===== src/rtl/blink_rate_meter.sv =====
// blink_rate_meter: measures the rising-edge period of an external blink line and classifies it as slow/fast.
// Optional glitch filter on the synchronised input, enabled by defining BLINK_RATE_METER_GLITCH_FILTER_EN.
//
// state        | meaning
// WAIT_FIRST   | no reference edge yet; next rise starts a measurement
// RUN          | reference edge seen; each rise captures a period
module blink_rate_meter #(
  parameter int CNT_W    = 27,
  parameter int P_SLOW   = 50_000_000,
  parameter int P_FAST   = 5_000_000,
  parameter int TOL      = 50_000,
  parameter int TIMEOUT  = 100_000_000,
  parameter int FILT_LEN = 4
) (
  input  logic             clock,
  input  logic             reset,
  input  logic             sig_in,
  output logic [CNT_W-1:0] period,
  output logic             period_valid,
  output logic             is_slow,
  output logic             is_fast,
  output logic             no_signal,
  output logic             led
);

  localparam logic [0:0] S_WAIT_FIRST = 1'b0;
  localparam logic [0:0] S_RUN        = 1'b1;

  localparam logic [CNT_W-1:0] CNT_MAX   = {CNT_W{1'b1}};
  localparam logic [CNT_W-1:0] SLOW_LO   = CNT_W'(P_SLOW - TOL);
  localparam logic [CNT_W-1:0] SLOW_HI   = CNT_W'(P_SLOW + TOL);
  localparam logic [CNT_W-1:0] FAST_LO   = CNT_W'(P_FAST - TOL);
  localparam logic [CNT_W-1:0] FAST_HI   = CNT_W'(P_FAST + TOL);
  localparam logic [CNT_W-1:0] TIMEOUT_C = CNT_W'(TIMEOUT);

  logic             sync1;
  logic             sync2;
  logic             lvl;
  logic             prev;
  logic             rise;
  logic [CNT_W-1:0] cnt;
  logic [0:0]       state;
  logic             slow_hit;
  logic             fast_hit;

  always_ff @(posedge clock) begin
    if (reset) begin
      sync1 <= 1'b0;
      sync2 <= 1'b0;
    end else begin
      sync1 <= sig_in;
      sync2 <= sync1;
    end
  end

`ifdef BLINK_RATE_METER_GLITCH_FILTER_EN
  localparam int FC_W = $clog2(FILT_LEN + 1);

  logic [FC_W-1:0] filt_cnt;
  logic            filt;

  // Level follows sync2 only after FILT_LEN consecutive samples of the new value.
  always_ff @(posedge clock) begin
    if (reset) begin
      filt     <= 1'b0;
      filt_cnt <= '0;
    end else if (sync2 == filt) begin
      filt_cnt <= '0;
    end else if (filt_cnt == FC_W'(FILT_LEN - 1)) begin
      filt     <= sync2;
      filt_cnt <= '0;
    end else begin
      filt_cnt <= filt_cnt + 1'b1;
    end
  end

  assign lvl = filt;
`else
  assign lvl = sync2;
`endif

  // rise is registered so the capture lands three edges after the first high sample.
  always_ff @(posedge clock) begin
    if (reset) begin
      prev <= 1'b0;
      rise <= 1'b0;
    end else begin
      prev <= lvl;
      rise <= lvl & ~prev;
    end
  end

  always_ff @(posedge clock) begin
    if (reset) begin
      cnt <= '0;
    end else if (rise) begin
      cnt <= CNT_W'(1);
    end else if (cnt != CNT_MAX) begin
      cnt <= cnt + CNT_W'(1);
    end
  end

  assign slow_hit = (cnt >= SLOW_LO) && (cnt <= SLOW_HI);
  assign fast_hit = (cnt >= FAST_LO) && (cnt <= FAST_HI);

  always_ff @(posedge clock) begin
    if (reset) begin
      state        <= S_WAIT_FIRST;
      period       <= '0;
      period_valid <= 1'b0;
      is_slow      <= 1'b0;
      is_fast      <= 1'b0;
      led          <= 1'b0;
    end else begin
      period_valid <= 1'b0;
      case (state)
        S_WAIT_FIRST: begin
          if (rise) begin
            state <= S_RUN;
          end
        end
        S_RUN: begin
          // A rise on the timeout cycle still counts as a measurement.
          if (rise) begin
            period       <= cnt;
            period_valid <= 1'b1;
            is_slow      <= slow_hit;
            is_fast      <= fast_hit;
            led          <= slow_hit | fast_hit;
          end else if (cnt >= TIMEOUT_C) begin
            state   <= S_WAIT_FIRST;
            period  <= '0;
            is_slow <= 1'b0;
            is_fast <= 1'b0;
            led     <= 1'b0;
          end
        end
        default: state <= S_WAIT_FIRST;
      endcase
    end
  end

  assign no_signal = (state == S_WAIT_FIRST);

endmodule


===== config.mk =====
export PLATFORM = sky130hd
export DESIGN_NAME = blink_rate_meter
export DESIGN_NICKNAME = d
export VERILOG_FILES = /design/src/rtl/blink_rate_meter.sv
export SDC_FILE = /design/constraint.sdc
export NUM_CORES = 1
export LEC_CHECK = 0
export CORE_MARGIN = 3
export CORE_UTILIZATION = 45
export CTS_BUF_LIST = sky130_fd_sc_hd__clkbuf_4 sky130_fd_sc_hd__clkbuf_8
export CTS_CLUSTER_SIZE = 30
export DETAILED_ROUTE_END_ITERATION = 8
export PLACE_DENSITY = 0.67
export SLEW_MARGIN = 20
export SYNTH_ARGS = -nofsm -noshare
export SYNTH_HDL_FRONTEND = slang
export SYNTH_SLANG_ARGS = --single-unit

===== constraint.sdc =====
create_clock -name clock -period 5.85 [get_ports clock]
set_input_delay 1.17 -clock clock [delete_from_list [all_inputs] [get_ports clock]]
set_output_delay 1.17 -clock clock [all_outputs]
set_load 0.005 [all_outputs]

==> results of run 1 <==
## layer usage
layer	global-route usage	up-vias
met5	0	-
met2	0.286	65
li1	-	1212
met4	0.0510	0
met3	0.0464	6
met1	0.277	1150
## worst reg2reg max path, delay by kind of cell (launching register included)
kind            cells  cell delay [ns]
buf+inv             1             0.17
compound gates      2             0.35
simple gates        2             1.51
flops               1             0.57
## power breakdown
part	internal [uW]	total [uW]	switching, uW	leakage [uW]
registers	432	435	3.48	0.000508
clock network	206	370	164	0.0000981
logic	7.78	23.3	15.6	0.000618
total	646	828	183	0.00122
## final timing paths
kind                     end  slack [ns]     from
setup / recovery  period[10]        2.76    reset
hold / removal          rise        0.39     prev
hold reg to reg         rise        0.39     prev
setup reg to reg     cnt[23]        3.14  cnt[19]
## cells in the final DEF (no fill, tap or decap), types with 4 or more instances in the layout
cell type,instances
dfxtp_1,63
clkdlybuf4s50_1,34
a22o_1,27
nor2_1,25
nand3_1,11
nand2_1,10
a21oi_1,10
clkbuf_8,10
inv_1,9
nand4_1,8
nor3_1,8
o21ai_0,7
or3_1,7
xor2_1,6
nor2b_1,6
xnor2_1,6
a211oi_1,5
or2_2,4
or4_1,4
o31ai_1,4
o311ai_0,4
nor4_1,4
## registers in the layout (all words and copies together) (netlist names)
name          flops
sync1             1
prev              1
rise              1
led               1
is_fast           1
lvl               1
cnt              27
state             1
period           27
is_slow           1
period_valid      1
## area by class of cell
| type | count | area (um^2) | share of cell area |
|---|---|---|---|
| multi-input combinational | 210 | 1490 | 0.434 |
| sequential | 63 | 1260 | 0.367 |
| timing repair buffer | 36 | 355 | 0.103 |
| clock buffer | 10 | 138 | 0.0401 |
| tap | 75 | 93.8 | 0.0273 |
| clock inverter | 6 | 60.1 | 0.0175 |
| inverter | 10 | 37.5 | 0.0109 |
## metrics by stage
| stage | std cells | setup slack (ns) | hold slack, ns | area (um^2) | util |
|---|---|---|---|---|---|
| 2_1_floorplan | 318 | 3.35 | 0.367 | 2950 | - |
| 3_3_place_gp | 394 | 2.45 | 0.372 | 3240 | 0.528 |
| 3_5_place_dp | 394 | 2.40 | 0.379 | 3240 | 0.528 |
| 4_1_cts | 410 | 2.74 | 0.389 | 3440 | 0.560 |
| 5_1_grt | 410 | 2.57 | 0.403 | 3440 | 0.560 |
| 6_report | 410 | 2.76 | 0.389 | 3440 | 0.560 |
## logic make-up (layout without fill, tap and decap cells)
family | count (synthesis) | after routing | synth area share
mux | 2 | 2 | 0.00680
compound gates | 85 | 85 | 0.226
xor+xnor | 12 | 12 | 0.0357
fa+ha+maj | 2 | 2 | 0.00849
buf+inv | 45 | 62 | 0.0697
simple gates | 109 | 109 | 0.225
flops | 63 | 63 | 0.428
==> reports/results.ini, run 1 <==
[status]
status = completed

[hold_path]
min_path_cells = 1
hold_class = reg -> reg

[synthesis]
synth_top_area_share = 0.428
synth-main-ff-cell = dfxtp_1
synthTopCellsByCount = dfxtp_1 (63), a22o_1 (27), nor2_1 (25), clkbuf_1 (18), nand3_1 (11)
yosysMostFrequentCell = dfxtp_1
syn_nets = 323
synth_seq_cells = 63
ys_types = 61
synth_enable_flop_cells = 0
synthArstFlopShare = 0
synth_top_area_cell = dfxtp_1
synthTopCellsByArea = dfxtp_1 (43%), a22o_1 (8.0%), nor2_1 (3.2%)
yosys_warnings = 0
syn_inst = 318
syn_area_mm2 = 0.00295
avgSynthCellArea_um2 = 9.26
seq_area_frac_synth = 0.428

[cts]
clock_latency_ns = 0.32
clock-sinks = 63
cts_tree = built
clock-root-buffer = clkbuf_8
cts.clk_slew.worst_paths_ns = 0.07
cts_buffers = 9
cts_setup_buffers = 0
cts_hold_repair.buffers = 0
htree_levels = 3
cts_buffer_depth = 2
post_cts_resized = 0

[detailed_routing]
routed_wl_um = 6890
vias_per_cell = 5.93
detail_route.iter0.violations = 179
wl_met1_um = 3490
highest_layer = met4
dr.pass1.iters = 4
antenna_left = 0
wl_met2_um = 3000
dr_total_vias = 2433
wl_met3_um = 341
wl_per_cell_um = 16.8
drc = 0

[sta]
finalHoldViolCount = 0
finalCriticalPeriod_ns = 3.09
fin_tns_setup_ns = 0
finalCritPeriodShare = 0.527
fin_skew_ns = 0.00451
clock.fmax_mhz = 324
relSlewSlack = 0.483
slew_violations = 0
worstMarginPinSlew_ns = 0.773
finalSetupViolations = 0
grt_setup_unrepaired = false

[power]
vdd_drop_max_v = 0.000139
power_leakage_uw = 0.00122
fin_total_pwr_uw = 828
pwr_density_cell_mw_per_mm2 = 241

[place]
dp_hpwl_um = 4740
port_buffers = 34
routabilityCongestion = 0.875

[layout]
fillers = 560
syn_to_final_growth_pct = 16.7
diodes = 0
drive_gt1_frac = 0.104
finish.net_count = 335

[floorplanning]
rows = 28
initial_utilization = 0.480
die_h_um = 86.9
die_area_mm2 = 0.00755
fp.coreArea_mm2 = 0.00613
io_pins = 35
die_width_um = 86.9

[setup_path]
critPathLaunchType = input port
cpPeakStageDelay_ns = 0.58
crit_slowest_cell = clkdlybuf4s50_1
crit_family = buffers and inverters
path_depth = 5
endpoint_kind = flip-flop
critPathMaxFanout = 23
crit_arrival_ns = 3.36
worstRegToRegCells = 5
path_cells = clkdlybuf4s50_1, or2_2, o22ai_2, buf_4, a22o_1
required_ns = 6.12
criticalPathCategory = in -> reg
crit_buf_inv = 2

[grt]
track_usage = 0.192
grt_overflow = 0
grt_antenna_before_repair = 0
grt_max_degree = 28
grt_pass1_vias = 2265
grt_pass1_wl_um = 11500

[job]
maxCapViolations = 0

Note: power is estimated with default switching activity, not from simulation.
==> run 2: changes to the inputs <==
==> constraint.sdc (replaced) <==
create_clock -name clock -period 3.01 [get_ports clock]
set_input_delay 0.602 -clock clock [delete_from_list [all_inputs] [get_ports clock]]
set_output_delay 0.602 -clock clock [all_outputs]
set_load 0.005 [all_outputs]
==> reports/results.ini, run 2 (synthesized netlist as in run 1, its figures left out) <==
[status]
status = completed  ; unchanged

[setup_path]
criticalPathCategory = reg -> reg  ; was in -> reg
critPathLaunchType = flip-flop  ; was input port
required_ns = 3.24  ; was 6.12 ns
endpoint_kind = flip-flop  ; unchanged
crit_arrival_ns = 2.60  ; was 3.36 ns
critPathMaxFanout = 12  ; was 23

[cts]
post_cts_resized = 0  ; unchanged
clock_latency_ns = 0.34  ; was 0.32 ns
clock-sinks = 63  ; unchanged
cts_buffers = 9  ; unchanged
cts_setup_buffers = 0  ; unchanged
cts_hold_repair.buffers = 0  ; unchanged
htree_levels = 3  ; unchanged
clock-root-buffer = clkbuf_8  ; unchanged
cts.clk_slew.worst_paths_ns = 0.07  ; about the same
cts_tree = built  ; unchanged
cts_buffer_depth = 2  ; unchanged

[layout]
layout_common_cells = dfxtp_1 (63), clkdlybuf4s50_1 (34), a22o_1 (27)  ; unchanged
diodes = 0  ; unchanged
finish.net_count = 343  ; was 335
layout.cells.non_filler = 418  ; was 410
reg_top3 = cnt x27, period x27  ; unchanged
drive_gt1_frac = 0.125  ; was 0.104
mostFrequentLayoutCell = dfxtp_1  ; unchanged
syn_to_final_growth_pct = 19.1  ; was 16.7%

[detailed_routing]
dr.pass1.iters = 4  ; unchanged
vias_per_cell = 6.06  ; was 5.93
antenna_left = 0  ; unchanged
drc = 0  ; unchanged
detail_route.iter0.violations = 143  ; was 179
dr_total_vias = 2532  ; was 2433
routed_wl_um = 7450  ; was 6890 um
wl_per_cell_um = 17.8  ; was 16.8 um

[sta]
finalCritPeriodShare = 0.790
finalSetupViolations = 0  ; unchanged
worstMarginPinSlew_ns = 0.611  ; was 0.773 ns
grt_setup_unrepaired = false  ; unchanged
finalHoldViolCount = 0  ; unchanged
fin_ws_ns = 0.631  ; was 2.76 ns
clock.fmax_mhz = 420
fin_skew_ns = 0.00794  ; was 0.00451 ns
relSlewSlack = 0.587  ; was 0.483
finalCriticalPeriod_ns = 2.38
fin_tns_setup_ns = 0  ; unchanged
slew_violations = 0  ; unchanged

[place]
port_buffers = 34  ; unchanged
dp_hpwl_um = 5170  ; was 4740 um
place_ws_ns = 0.660  ; was 2.40 ns
placed_cells = 402  ; was 394
routabilityCongestion = 0.933  ; was 0.875

[power]
pwr_density_cell_mw_per_mm2 = 462  ; was 241 mW/mm^2
vdd_drop_max_v = 0.000370  ; was 0.000139 V
fin_total_pwr_uw = 1620  ; was 828 uW
power_leakage_uw = 0.00127  ; was 0.00122 uW

[floorplanning]
initial_utilization = 0.480  ; unchanged
die_area_mm2 = 0.00755  ; unchanged
die_h_um = 86.9  ; unchanged
io_pins = 35  ; unchanged
rows = 28  ; unchanged
die_width_um = 86.9  ; unchanged
fp.coreArea_mm2 = 0.00613  ; unchanged

[grt]
grt_antenna_before_repair = 0  ; unchanged
grt_overflow = 0  ; unchanged
grt_pass1_wl_um = 12500  ; was 11500 um
track_usage = 0.215  ; was 0.192
grt_pass1_vias = 2447  ; was 2265
grt_max_degree = 25  ; was 28

[hold_path]
hold_class = reg -> reg  ; unchanged

[job]
maxCapViolations = 0  ; unchanged

## run 2: cell types whose count changed in the layout (fill, tap and decap cells not counted), sizes merged
cell / change
buf: +8
clkbuf: -1
inv: +1
## run 2: stage by stage
| stage | cell area (um^2) | util | hold slack, ns |
|---|---|---|---|
| 2_1_floorplan | 2950 | - | 0.367 |
| 3_3_place_gp | 3310 | 0.540 | 0.372 |
| 3_5_place_dp | 3310 | 0.540 | 0.399 |
| 4_1_cts | 3510 | 0.572 | 0.410 |
| 5_1_grt | 3510 | 0.572 | 0.420 |
| 6_report | 3510 | 0.572 | 0.404 |
## run 2: where the power goes
group,switching (uW),internal (uW)
Sequential,7.65,839
Clock,342,383
Combinational,31.2,18.9
## run 2: per-layer routing
metal / vias to the layer above / global-route usage / share of wire
li1: 1217 / - / -
met1: 1213 / 0.295 / 0.48
met2: 80 / 0.322 / 0.44
met3: 22 / 0.0558 / 0.055
met4: 0 / 0.0807 / 0.027
met5: - / 0 / 0
## run 2: layout make-up
cell class	count	area (um^2)
flip-flops and latches	63	1260
inverters	10	37.5
clock inverters	7	72.6
fillers	557	2620
multi-input cells	210	1490
repair buffers	44	428
well taps	75	93.8
clock buffers	9	124
## run 2: path summary, 6_finish.rpt
check	slack (ns)	from	cells after the start	to
worst max-delay path	0.63	cnt[19]	6	cnt[1]
worst max register to register	0.63	cnt[19]	6	cnt[1]
worst min-delay path	0.40	prev	1	rise
worst min register to register	0.40	prev	1	rise
## run 2: critical path, stage by stage, from the launching register on
cell and delay (ns):
dfxtp_1 0.55, inv_1 0.15, or4_1 0.76, nor3_4 0.39
buf_12 0.19, mux2i_1 0.18, nor2_1 0.05
